[src/rtl/serial_cmp_pkg.sv]
// Shared types for the serial arithmetic family: per-word transform modes and
// the carry-tracking state used by the bit-serial complementer.
package serial_cmp_pkg;

  typedef enum logic [1:0] {
    MODE_PASS = 2'b00,
    MODE_NEG  = 2'b01,
    MODE_ONES = 2'b10
  } mode_e;

  typedef enum logic {
    ST_SEEK = 1'b0,
    ST_FLIP = 1'b1
  } state_e;

  // Encoding 11 is reserved and behaves as pass.
  function automatic mode_e decode_mode(input logic [1:0] raw);
    case (raw)
      2'b01:   return MODE_NEG;
      2'b10:   return MODE_ONES;
      default: return MODE_PASS;
    endcase
  endfunction

endpackage

[src/rtl/serial_word_counter.sv]
// Bit-index counter for word-framed serial streams: counts accepted bits and
// wraps to 0 after the MSB; is_last flags the MSB position.
module serial_word_counter #(
  parameter int unsigned WIDTH = 8,
  localparam int unsigned CNT_W = $clog2(WIDTH)
) (
  input  logic             clk,
  input  logic             rst,
  input  logic             en,
  input  logic             clr,
  output logic [CNT_W-1:0] idx,
  output logic             is_last
);

  logic [CNT_W-1:0] idx_q;
  logic [CNT_W-1:0] idx_d;

  assign is_last = (idx_q == CNT_W'(WIDTH - 1));
  assign idx     = idx_q;

  always_comb begin
    idx_d = idx_q;
    if (clr) begin
      idx_d = '0;
    end else if (en) begin
      idx_d = is_last ? '0 : idx_q + CNT_W'(1);
    end
  end

  always_ff @(posedge clk or posedge rst) begin
    if (rst) begin
      idx_q <= '0;
    end else begin
      idx_q <= idx_d;
    end
  end

endmodule

[src/rtl/serial_twos_comp_word.sv]
// Word-framed bit-serial complementer: pass, two's-complement negate or ones'
// complement of an LSB-first word, with per-word overflow and zero flags.
import serial_cmp_pkg::*;

module serial_twos_comp_word #(
  parameter int unsigned WIDTH = 8
) (
  input  logic       clk,
  input  logic       rst,
  input  logic       clr,
  input  logic       in_valid,
  input  logic       in_bit,
  input  logic [1:0] mode,
  output logic       out_valid,
  output logic       out_bit,
  output logic       out_last,
  output logic       ovf,
  output logic       zero,
  output logic       busy
);

  localparam int unsigned CNT_W = $clog2(WIDTH);

  logic [CNT_W-1:0] idx;
  logic             is_last;
  logic             accept;

  state_e state_q;
  mode_e  mode_q;
  mode_e  mode_cur;

  logic out_valid_q, out_bit_q, out_last_q, ovf_q, zero_q;
  logic bit_d, ovf_d, zero_d;

  assign accept = in_valid & ~clr;

  serial_word_counter #(.WIDTH(WIDTH)) u_cnt (
    .clk     (clk),
    .rst     (rst),
    .en      (accept),
    .clr     (clr),
    .idx     (idx),
    .is_last (is_last)
  );

  // The LSB cycle uses the live mode input so the word's first bit is already
  // transformed under the mode being latched on that same cycle.
  assign mode_cur = (idx == '0) ? decode_mode(mode) : mode_q;

  always_comb begin
    bit_d = in_bit;
    case (mode_cur)
      MODE_NEG:  bit_d = (state_q == ST_FLIP) ? ~in_bit : in_bit;
      MODE_ONES: bit_d = ~in_bit;
      default:   bit_d = in_bit;
    endcase
    ovf_d  = is_last & (mode_cur == MODE_NEG) & (state_q == ST_SEEK) & in_bit;
    zero_d = is_last & (state_q == ST_SEEK) & ~in_bit;
  end

  always_ff @(posedge clk or posedge rst) begin
    if (rst) begin
      state_q     <= ST_SEEK;
      mode_q      <= MODE_PASS;
      out_valid_q <= 1'b0;
      out_bit_q   <= 1'b0;
      out_last_q  <= 1'b0;
      ovf_q       <= 1'b0;
      zero_q      <= 1'b0;
    end else if (clr) begin
      state_q     <= ST_SEEK;
      out_valid_q <= 1'b0;
    end else if (in_valid) begin
      out_valid_q <= 1'b1;
      out_bit_q   <= bit_d;
      out_last_q  <= is_last;
      ovf_q       <= ovf_d;
      zero_q      <= zero_d;
      if (idx == '0) begin
        mode_q <= mode_cur;
      end
      if (is_last) begin
        state_q <= ST_SEEK;
      end else if (in_bit) begin
        state_q <= ST_FLIP;
      end
    end else begin
      out_valid_q <= 1'b0;
    end
  end

  assign out_valid = out_valid_q;
  assign out_bit   = out_bit_q;
  assign out_last  = out_last_q;
  assign ovf       = ovf_q;
  assign zero      = zero_q;
  assign busy      = (idx != '0);

endmodule

[config.mk]
export PLATFORM = sky130hd
export DESIGN_NAME = serial_twos_comp_word
export DESIGN_NICKNAME = d
export VERILOG_FILES = /design/src/rtl/serial_cmp_pkg.sv /design/src/rtl/serial_word_counter.sv /design/src/rtl/serial_twos_comp_word.sv
export SDC_FILE = /design/constraint.sdc
export NUM_CORES = 1
export LEC_CHECK = 0
export ABC_AREA = 1
export CAP_MARGIN = 20
export CORE_MARGIN = 2
export CORE_UTILIZATION = 30
export CTS_CLUSTER_DIAMETER = 150
export DETAILED_ROUTE_END_ITERATION = 12
export MAX_ROUTING_LAYER = met4
export PLACE_DENSITY_LB_ADDON = 0.2
export SLEW_MARGIN = 20
export SYNTH_ARGS = -nofsm -noshare
export SYNTH_HDL_FRONTEND = slang
export SYNTH_HIERARCHICAL = 1
export SYNTH_SLANG_ARGS = --single-unit
[constraint.sdc]
create_clock -name clk -period 2.7 [get_ports clk]
set_input_delay 0.54 -clock clk [delete_from_list [all_inputs] [get_ports clk]]
set_output_delay 0.54 -clock clk [all_outputs]
set_load 0.02 [all_outputs]
==> impl_metrics.env, run 1 <==
export IMPL_status="completed"
export IMPL_synth_top_family_by_area="simple AND/OR/NAND/NOR gates"
export IMPL_worst_ep_required_time_ns=2.16
export IMPL_crit_cells=3
export IMPL_fin_skew_ns=0.004277
export IMPL_synth_area_per_cell_sq_um=7.780
export IMPL_worstSetupPathType="flop to output pin"
export IMPL_ys_top_cells_by_area="dfrtp_1 45%, nand2_1 14%, inv_1 8.7%"
export IMPL_cp_max_fo=3
export IMPL_die_w_microns=48.98
export IMPL_ys_ff_latch=11
export IMPL_crit_path_cell_trace="inv_1 > nand2_2 > clkdlybuf4s50_1"
export IMPL_drv_slew=0
export IMPL_n_fill_cell=208
export IMPL_drtAntennaViolNets=0
export IMPL_die_area_sq_mm=0.002399
export IMPL_synth_simple_area_share_pct=26.39
export IMPL_postCtsHoldBufs=0
export IMPL_clockRootBuffer="clkbuf_4"
export IMPL_grt_pass1_vias=453
export IMPL_setup_worst_path_start_class="flop"
export IMPL_dr_first_iter_drc_count=8
export IMPL_final_min_clock_period_ns=2.011
export IMPL_cap_violations=0
export IMPL_drcViolationCount=0
export IMPL_routabilityCongestion=0.6971
export IMPL_rsz0062_at_grt="no"
export IMPL_hold_class="primary input to asynchronous set/reset pin"
export IMPL_cp_arrival_ns=1.47
export IMPL_pin_count=13
export IMPL_r2r_cells=11
export IMPL_io_buffers=12
export IMPL_routedWlPerCell_microns=9.165
export IMPL_antenna_found_initial=0
export IMPL_fin_crit_sh_pct=74.49
export IMPL_tritoncts="yes"
export IMPL_p_leak_nw=0.4145
export IMPL_die_y_microns=48.98
export IMPL_synth_xor_area_share_pct=0
export IMPL_placementRows=16
export IMPL_drtPass1Iterations=4
export IMPL_core_sq_mm=0.001942
export IMPL_clk_insertion_delay_late_ns=0.26
export IMPL_synthToLayoutAreaGrowth_pct=29.69
export IMPL_syn_nets=89
export IMPL_ys_types=15
export IMPL_cellPowerDensity_mw_per_mm2=476.5
export IMPL_setup_violations=0
export IMPL_ir_drop_uv=257.1
export IMPL_cts_setup_buffers=0
export IMPL_netlist_area_leader_share_pct=45.36
export IMPL_clk_pin_slew_worst_paths_ns=0.07
export IMPL_slowest_stage="clkdlybuf4s50_1"
export IMPL_worst_path_buf_inv=2
export IMPL_vias=491
export IMPL_cp_slowest_stage_delay_ns=0.62
export IMPL_grt_max_degree=9
export IMPL_clock_path_buffers=2
export IMPL_netlist_area_sq_um=606.8
export IMPL_synth_fa_ha_area_share_pct=8.247
export IMPL_nets=106
export IMPL_diodes=0
export IMPL_critPathTopFamily="buffers and inverters"
export IMPL_htreeDepth=1
export IMPL_ys_warnings_count=6
export IMPL_fin_util_pct=40.53
export IMPL_drive_above_1_share_pct=12.77
export IMPL_seq_area_frac_synth_pct=45.36
export IMPL_track_usage_pct=10.74
export IMPL_hold_viol=0
export IMPL_slew_limit_headroom_pct=78.89
export IMPL_dp_hpwl_microns=887.9
export IMPL_synth_compound_area_share_pct=8.660
export IMPL_ctsResizeCount=0
export IMPL_grt_overflow_total=0
export IMPL_synth_area_leader_cell="dfrtp_1"
export IMPL_cts_buffers=3
export IMPL_yosys_mux_area_fraction_pct=0
export IMPL_clkSinkCount=11
export IMPL_seqCellArea_sq_um=275.3
export IMPL_fmax_mhz=497.2
export IMPL_endpoint_kind="output pin"
export IMPL_multi_input_area_sq_um=262.8
export IMPL_initial_core_util_pct=31.25
export IMPL_via_per_inst=4.058
export IMPL_grt_pass1_wl_mm=1.911
export IMPL_wl_mm=1.109
export IMPL_worstMarginPinSlew_ns=0.3163
export IMPL_fin_tns_setup_ns=0
export IMPL_postSynthCellCount=78
through the flow:
| step | cell area (sq um) | std cells | power, mW | hold WS [ns] | worst slack, ns |
|---|---|---|---|---|---|
| floorplan | 606.8 | 78 | 0.2359 | 0.2936 | 1.155 |
| global placement | 760.7 | 117 | 0.2667 | 0.4643 | 0.6687 |
| detailed placement | 760.7 | 117 | 0.2673 | 0.4666 | 0.6442 |
| CTS | 787.0 | 121 | 0.3838 | 0.4683 | 0.6614 |
| global route | 787.0 | 121 | 0.4005 | 0.4843 | 0.6065 |
| finish | 787.0 | 121 | 0.3750 | 0.4685 | 0.6887 |
report_power, final:
group | switching (mW) | internal (mW) | total [mW]
clock network | 0.0548 | 0.0571 | 0.112
logic | 0.0468 | 0.0350 | 0.0818
registers | 0.00543 | 0.176 | 0.181
total | 0.107 | 0.268 | 0.375
final cells by class:
class                           instances  share of cell area (%)
Clock buffer                            4                   3.339
Inverter                               17                   8.744
Multi-Input combinational cell         50                   33.39
Sequential cell                        11                   34.98
Tap cell                               27                   4.293
Timing Repair Buffer                   12                   15.26
placed cells by master, fill, tap and decap left out, drive strengths merged:
cell            n
nand2          25
inv            16
clkdlybuf4s50  12
dfrtp          11
nor2            7
o21ai           6
nand3           4
ha              4
clkbuf          4
a21oi           3
clkinv          1
nor3            1
worst reg2reg max path, stage by stage (launching register included):
cell and delay [ns]:
dfrtp_1 0.41, nor2_2 0.13, nand2_2 0.11, clkinv_4 0.08, nand2_1 0.05, o21ai_2 0.08
inv_2 0.04, ha_1 0.29, a21oi_1 0.12, nand2_1 0.06, nand2_1 0.05, nand2_1 0.04
layer usage:
metal | GRT usage (%) | wire, microns | vias to the layer above
li1 | - | - | 268
met1 | 12.98 | 569 | 211
met2 | 15.98 | 480 | 10
met3 | 2.454 | 51 | 2
met4 | 7.143 | 8 | 0
met5 | - | 0 | -
kinds of logic after synthesis:
group	Yosys count
AO/OA/AOI/OAI	9
adder cells (fa/ha/maj)	4
buffers and inverters	17
flip-flops	11
AND/OR/NAND/NOR	37
flip-flops by register name, indices dropped and copies added (netlist names):
| name | cells |
|---|---|
| mode_q | 2 |
| out_bit | 1 |
| out_last | 1 |
| out_valid | 1 |
| ovf | 1 |
| state_q | 1 |
| u_cnt/idx | 3 |
| zero | 1 |
Yosys cell counts (all sizes together):
cell type   n
nand2      25
inv        16
dfrtp      11
nand3       4
ha          4
a21oi       3
o21ai       6
nor3        1
nor2        7
clkinv      1
worst paths after layout:
| kind | startpoint | slack [ns] | end |
|---|---|---|---|
| hold reg to reg | out_bit | 0.48 | out_bit |
| max in group asynchronous | rst | 1.91 | out_valid |
| hold / removal | rst | 0.47 | u_cnt/idx[2] |
| setup reg to reg | u_cnt/idx[1] | 1.13 | out_bit |
| setup / recovery | u_cnt/idx[2] | 0.69 | busy |
| min in group clk | out_bit | 0.48 | out_bit |
No activity file was read; power rests on OpenSTA's default activity.
==> run 2, diff against run 1 <==
==> constraint.sdc (replaced) <==
create_clock -name clk -period 1.8 [get_ports clk]
set_input_delay 0.36 -clock clk [delete_from_list [all_inputs] [get_ports clk]]
set_output_delay 0.36 -clock clk [all_outputs]
set_load 0.02 [all_outputs]
==> run 2 against run 1 <==
Net effect: sequential share of layout area down 1.2 points; total power rose by 52%; first-iteration DRC count rose by 50%; count of clock-buffer cells in the layout did not move; clock power rose by 50%; sequential power is 50% higher; largest cell class unchanged; largest power group unchanged; highest routed layer unchanged.
==> impl_metrics.env, run 2 (synthesis results as in run 1) <==
export IMPL_synthToLayoutAreaGrowth_pct=34.43
export IMPL_antenna_found_initial=0
export IMPL_dp_hpwl_microns=916.2
export IMPL_die_w_microns=48.98
export IMPL_final_cell_mix="23 x nand2_1, 14 x inv_1, 11 x clkdlybuf4s50_1, 11 x dfrtp_1, 5 x nor2_1"
export IMPL_ir_drop_uv=428.7
export IMPL_fmax_mhz=613.6
export IMPL_grt_pass1_vias=501
export IMPL_io_buffers=12
export IMPL_rsz0062_at_grt="no"
export IMPL_dr_first_iter_drc_count=12
export IMPL_cts_buffers=3
export IMPL_initial_core_util_pct=31.25
export IMPL_worstSetupPathType="primary input to flop"
export IMPL_hold_viol=0
export IMPL_placementRows=16
export IMPL_nets=110
export IMPL_tritoncts="yes"
export IMPL_clock_path_buffers=2
export IMPL_fin_cells=125
export IMPL_grt_overflow_total=0
export IMPL_cp_arrival_ns=1.80
export IMPL_drv_slew=0
export IMPL_slew_limit_headroom_pct=77.84
export IMPL_postCtsHoldBufs=0
export IMPL_wl_mm=1.142
export IMPL_fin_crit_sh_pct=90.54
export IMPL_setup_ws_ns=0.1703
export IMPL_die_area_sq_mm=0.002399
export IMPL_setup_worst_path_start_class="primary input"
export IMPL_cellPowerDensity_mw_per_mm2=699.0
export IMPL_p_leak_nw=0.4379
export IMPL_vias=512
export IMPL_core_sq_mm=0.001942
export IMPL_dp_cells=121
export IMPL_drcViolationCount=0
export IMPL_dpl_instance_area_sq_um=790.8
export IMPL_cp_max_fo=2
export IMPL_drive_above_1_share_pct=16.33
export IMPL_layout_commonest_cell="nand2_1"
export IMPL_worst_ep_required_time_ns=1.97
export IMPL_diodes=0
export IMPL_holdWs_ns=0.2887
export IMPL_endpoint_kind="flop"
export IMPL_routedWlPerCell_microns=9.136
export IMPL_clockRootBuffer="clkbuf_4"
export IMPL_pin_count=13
export IMPL_design_area_sq_um=815.8
export IMPL_drtAntennaViolNets=0
export IMPL_drtPass1Iterations=4
export IMPL_dp_slack_ns=-0.09476
export IMPL_routabilityCongestion=0.7179
export IMPL_htreeDepth=1
export IMPL_cap_violations=0
export IMPL_die_y_microns=48.98
export IMPL_final_min_clock_period_ns=1.630
export IMPL_via_per_inst=4.096
export IMPL_largest_register_ffs=3
export IMPL_clk_insertion_delay_late_ns=0.27
export IMPL_fin_skew_ns=0.006411
export IMPL_grt_max_degree=9
export IMPL_track_usage_pct=12.24
export IMPL_hold_class="primary input to asynchronous set/reset pin"
export IMPL_clk_pin_slew_worst_paths_ns=0.07
export IMPL_grt_pass1_wl_mm=2.180
export IMPL_worstMarginPinSlew_ns=0.3320
export IMPL_setup_violations=0
export IMPL_status="completed"
export IMPL_power_mw=0.5702
export IMPL_clkSinkCount=11
-- run 2: cell count changes in the layout (fill, tap and decap cells not counted) --
cell,before,now
buf_4,0,4
clkdlybuf4s50_1,12,11
dlygate4sd2_1,0,1
-- run 2: report_power, final --
part / internal (mW) / switching (mW) / total [mW]
logic: 0.0576 / 0.0721 / 0.130
registers: 0.264 / 0.00869 / 0.272
clock network: 0.0858 / 0.0824 / 0.168
total: 0.407 / 0.163 / 0.570
-- run 2: critical path, stage by stage --
cell and delay [ns]:
clkdlybuf4s50_1 0.48, inv_1 0.04, nor2_1 0.13, nand2_1 0.08, o21ai_2 0.07, inv_2 0.04, ha_1 0.29, a21oi_1 0.13
nand2_1 0.07, nand2_1 0.06, nand2_1 0.04
-- run 2: cell type report --
cell class | count | area (sq um)
repair buffers | 16 | 148.9
well taps | 27 | 33.78
fillers | 216 | 1126
multi-input cells | 50 | 262.8
clock buffers | 4 | 26.28
flip-flops and latches | 11 | 275.3
inverters | 17 | 68.82
-- run 2: repair_timing --
action,4_1_cts,5_1_grt
endpoints found under the setup margin,1,0
gates resized for setup,1,0
setup buffers,0,0
-- run 2: worst paths after layout --
kind,start,end,slack (ns),depth (start not counted)
max,mode[0],out_bit,0.17,11
max reg2reg,u_cnt/idx[1],out_bit,0.23,11
max in group asynchronous,rst,state_q,1.18,2
min in group clk,out_last,out_last,0.49,2
min reg2reg,out_last,out_last,0.49,2
min,rst,u_cnt/idx[1],0.29,2
-- run 2: routing by layer --
metal / vias up / part of all wire (%) / track usage, %
met1: 220 / 49 / 14.62
met4: 0 / 0.70 / 1.429
met5: - / 0 / -
li1: 277 / - / -
met2: 13 / 43 / 18.95
met3: 2 / 7.5 / 6.442
-- run 2: through the flow --
stage | utilization (%) | TNS (ns)
floorplan | - | 0
global placement | 40.72 | -0.05511
detailed placement | 40.72 | -0.09476
CTS | 42.01 | 0
global route | 42.01 | 0
finish | 42.01 | 0
==> variant 1: new RTL, settings of run 2 <==
Re-encode `mode_e` (3 values) as one-hot, 3 bits wide.
--- a/src/rtl/serial_cmp_pkg.sv
+++ b/src/rtl/serial_cmp_pkg.sv
@@ -4,6 +4,6 @@
 
-  typedef enum logic [1:0] {
-    MODE_PASS = 2'b00,
-    MODE_NEG  = 2'b01,
-    MODE_ONES = 2'b10
+  typedef enum logic [2:0] {
+    MODE_PASS = 3'b001,
+    MODE_NEG  = 3'b010,
+    MODE_ONES = 3'b100
   } mode_e;
Check against the original RTL: same outputs for any inputs over 10 cycles, from zero or initial values and one cycle with rst high; not proved beyond that.
==> variant 1 against run 2 <==
  * Largest cell class is now multi-input combinational cells
  * Synthesized cell count grew 23%
  * Area after synthesis increased by 20%
  * Design area increased by 16%
  * Worst hold slack lost 0.020 ns
  * Setup slack worse by 0.016 ns
  * Sequential cell count is 1 higher
  * Wire length increased by 20%
  * Total power is 20% higher
==> variant 1: results (changes against run 2) <==
* Dpl cell area at 913.4 um^2 (+16%)
* Power Dens Cells at 723.3 nW/um^2 (+3.5%)
* Peak VDD IR at 0.0005071 V (+18%)
* GPL Wtd Cong at 0.7380 (+2.8%)
* Cts bufs inserted at 3 (unchanged)
* Rows at 17 (+1)
* # clock sinks at 12 (+1)
* Via count at 632 (+23%)
* Placed cells at 140 (+16%)
* Initial antenna violation count at 0 (unchanged)
* First-pass GRT wire length at 2615 um (+20%)
* LEAKAGE at 0.5015 nW (+15%)
* Yosys cell types at 18 (+3)
* Area contributors post-synth: dfrtp_1 38%, nand2_1 16%, inv_1 8.2%
* Clk Latency, worst-skew pair at 0.27 ns (about the same)
* CTS Root Cell: clkbuf_4
* Critical path arrival at 1.82 ns (+0.02 ns)
* Multi-input logic area at 366.6 um^2 (+40%)
* Rel. slew slack at 0.7605 (-0.01791)
* Port bufs at 12 (unchanged)
* Status: completed
* Layout Skew at 0.0007399 ns (-0.005671 ns)
* Htree depth at 1 (unchanged)
* Largest net degree at the start of global routing at 10 (+1)
* GRT Resource Usage Total at 0.1336 (+0.01122)
* ClkCell Share at 0.03826 (+0.006050)
* Setup WS pre-CTS at -0.1489 ns (-0.05413 ns)
* Maximum fanout along the worst path at 4 (+2)
* Vias in the first global route at 606 (+21%)
* First-pass DRT Iterations at 3 (-1)
* Sequential area share after synthesis at 0.4141 (-0.03952)
* Commonest cells in the netlist: 32 x nand2_1, 16 x inv_1, 11 x dfrtp_1
* Cells after Synth at 96 (+23%)
* Routed vias/inst at 4.389 (+7.2%)
* Final HPWL from detailed placement at 1109 um (+21%)
* Fill cells at 254 (+18%)
* Critical Path Start: mode[0]
* Multi-input gates at 68 (+36%)
* Mapped Nets at 107 (+20%)
* Layout cell share with drive strength beyond 1 at 0.1466 (-0.01671)
* Nets at 128 (+16%)
* Detailed Route Iter0 Violations at 8 (-4)
* Drt wl/cell at 9.535 um (+4.4%)
* Non-clk invs at 16 (-1)
* Fraction of area in registers at 0.3179 (-0.01948)
* Non-clock buffers, area share at 0.1570 (-0.02552)
## variant 1: cells by family (layout without fill, tap and decap cells)
| logic type | Yosys count | count (layout) | synth area share |
|---|---|---|---|
| compound gates | 6 | 6 | 0.04809 |
| fa+ha+maj | 4 | 4 | 0.06873 |
| xor+xnor | 1 | 1 | 0.01203 |
| simple gates | 57 | 57 | 0.3746 |
| buf+inv | 16 | 36 | 0.08248 |
| flops | 12 | 12 | 0.4141 |
## variant 1: per-layer routing
layer | part of all wire | GRT usage | routed length [um] | vias to the layer above
li1 | - | - | - | 338
met2 | 0.45 | 0.1955 | 618 | 7
met3 | 0.021 | 0.01695 | 29 | 4
met4 | 0.025 | 0.08974 | 35 | 0
met5 | 0 | - | 0 | -
met1 | 0.50 | 0.1717 | 689 | 283
## variant 1: critical path, cell delays in order
cell	delay [ns]
clkdlybuf4s50_1	0.47
inv_1	0.04
ha_1	0.29
nand3b_1	0.17
nand2_2	0.12
nand2_1	0.06
nand2_1	0.06
nand2_1	0.05
nand2_1	0.05
nand2_1	0.06
nand2_1	0.05
nand2_1	0.04
## variant 1: what timing repair did
action	in CTS	in global routing
hold buffers	0	0
setup endpoints to repair	1	0
resized for setup	1	0
## variant 1: worst paths after layout
| kind | cells after the start | endpoint | slack, ns |
|---|---|---|---|
| setup / recovery | 12 | out_bit | 0.15 |
| hold / removal | 2 | u_cnt/idx[0] | 0.27 |
| setup reg to reg | 11 | out_bit | 0.41 |
| hold reg to reg | 2 | zero | 0.48 |
| max in group asynchronous | 2 | mode_q[0] | 1.12 |
| min in group clk | 2 | zero | 0.48 |
## variant 1: power breakdown
part           total (mW)  switching (mW)  internal [mW]
Clock               0.217          0.0938          0.123
Sequential          0.306          0.0128          0.294
Combinational       0.163          0.0929         0.0697
==> variant 2: new RTL, settings of run 2 <==
Without the edit above. `WIDTH` is set to 8 in 2 places; all go to 16.
--- a/src/rtl/serial_word_counter.sv
+++ b/src/rtl/serial_word_counter.sv
@@ -3,3 +3,3 @@
 module serial_word_counter #(
-  parameter int unsigned WIDTH = 8,
+  parameter int unsigned WIDTH = 16,
   localparam int unsigned CNT_W = $clog2(WIDTH)
--- a/src/rtl/serial_twos_comp_word.sv
+++ b/src/rtl/serial_twos_comp_word.sv
@@ -5,3 +5,3 @@
 module serial_twos_comp_word #(
-  parameter int unsigned WIDTH = 8
+  parameter int unsigned WIDTH = 16
 ) (
Formal check against the unedited RTL: not equivalent (Yosys sat finds a counterexample within 10 cycles, from zero or initial values and one cycle with rst high).
==> variant 2 against run 2 <==
  * Sequential cell count grew 1
  * Non-clock buffer count shrank 2
  * Sequential share of layout area grew 0.49 points
  * Wire length grew 13%
  * Clock skew shrank 0.0021 ns
  * Design area grew 7.5%
  * Via count grew 15%
  * First-iteration DRC count shrank 50%
  * Area after synthesis grew 13%
  * Total power grew 3.5%
  * Setup slack lost 0.054 ns
  * Utilization shrank 2.0 points
  * Largest power group unchanged
==> variant 2: results (changes against run 2) <==
* Detailed Route Iter0 Violations at 6 (-6)
* Seq cells post-synth at 12 (+1)
* Htree depth at 1 (unchanged)
* GPL Wtd Cong at 0.7705 (+7.3%)
* Dpl cell area at 855.8 um^2 (+8.2%)
* Final HPWL from detailed placement at 1003 um (+9.5%)
* Setup WS pre-CTS at -0.02963 ns (+0.06513 ns)
* Non-clock buffers, area share at 0.1526 (-0.02988)
* Non-Filler Instances at 130 (+4.0%)
* Layout cell share with drive strength beyond 1 at 0.1765 (+0.01321)
* HP Class: in -> async
* Fraction of area in registers at 0.3424 (+0.004945)
* Reg2Reg Depth at 9 (-2)
* Nets at 114 (+3.6%)
* Non-clk invs at 15 (-2)
* First-pass DRT Iterations at 6 (+2)
* Multi-input logic area at 329.1 um^2 (+25%)
* LEAKAGE at 0.4506 nW (+2.9%)
* R2R setup slack at 0.20 ns (-0.03 ns)
* WL final at 1293 um (+13%)
* Mapped Nets at 95 (+6.7%)
* Seq. cell area at 300.3 um^2 (+9.1%)
* Worst-margin pin slew at 0.3246 ns (-0.007476 ns)
* Critical path arrival at 1.32 ns (-0.48 ns)
* Non-clk bufs at 14 (-2)
* Maximum fanout along the worst path at 5 (+3)
* CP top delay family: flip-flops
* ClkCell Share at 0.02568 (-0.006531)
* Post-cts resize count at 1 (unchanged)
* GRT Resource Usage Total at 0.1180 (-0.004417)
* Largest net degree at the start of global routing at 9 (unchanged)
* Clkbuf count at 3 (-1)
* Commonest cells in the netlist: 26 x nand2_1, 12 x dfrtp_1, 11 x inv_1
* Cells after Synth at 85 (+9.0%)
* Worst path slowest cell: dfrtp_1
* Async SR Flop Fraction at 1.000 (unchanged)
* Sequential area share after synthesis at 0.4380 (-0.01565)
* Fill cells at 233 (+7.9%)
* First-pass GRT wire length at 2277 um (+4.4%)
* Final Hold Slack at 0.3046 ns (+0.01589 ns)
* Max clock buf depth at 2 (unchanged)
* Multi-input gates at 58 (+16%)
* Largest stage delay, worst path at 0.45 ns (-0.03 ns)
* Vias in the first global route at 561 (+12%)
* Via count at 588 (+15%)
* Peak VDD IR at 0.0002656 V (-38%)
* P_int at 0.4213 mW (+3.5%)
* Status: completed
* Layout Skew at 0.004308 ns (-0.002104 ns)
* YS warnings at 6 (unchanged)
* Area contributors post-synth: dfrtp_1 44%, nand2_1 14%, nor2_4 6.6%
* Number of flip-flops in the largest register at 4 (+1)
* Port bufs at 12 (unchanged)
* Yosys cell types at 18 (+3)
==> variant 2: changes by cell type after synthesis, moves of 2 or more <==
cell,change
inv_1,-3
inv_2,+2
nand2_1,+3
nand3_2,+2
nand4_1,+3
nor2_1,-3
nor2_4,+3
o21ai_0,-2
o21ai_1,+2
==> variant 2: logic make-up after synthesis <==
group	synth area share
buf+inv	0.08211
simple gates	0.3412
fa+ha+maj	0.05475
compound gates	0.08395
flops	0.4380
==> variant 2: power groups by stage <==
stage	Combinational, mW	Clock, mW	Sequential [mW]
after CTS	0.134	0.169	0.297
after global routing	0.151	0.185	0.299
final	0.132	0.161	0.297
after global placement	0.133	0	0.302
after floorplan	0.0717	0	0.310
after detailed placement	0.134	0	0.302
==> variant 2: how the worst max path moves through the flow <==
stage	startpoint	to	slack, ns	cells after the start
3_5_place_dp	mode[1]	out_bit	-0.03	9
3_3_place_gp	mode[1]	out_bit	0.005	9
5_1_grt	u_cnt/idx[2]	busy	0.05	3
2_1_floorplan	u_cnt/idx[0]	out_bit	0.24	9
6_report	u_cnt/idx[1]	busy	0.12	3
4_1_cts	u_cnt/idx[1]	busy	0.11	3
==> variant 2: routing by layer <==
metal,global-route usage,share of wire
met1,0.1487,0.50
met2,0.1752,0.45
met3,0.02586,0.036
met4,0.06579,0.010
met5,-,0
==> variant 2: worst register-to-register path: stages (launching register included) <==
cell,delay (ns)
dfrtp_1,0.45
nor2_4,0.18
nand2_2,0.10
o21ai_2,0.15
inv_2,0.04
ha_1,0.28
a21oi_1,0.12
nand2_1,0.06
nand2_1,0.05
nand2_1,0.04
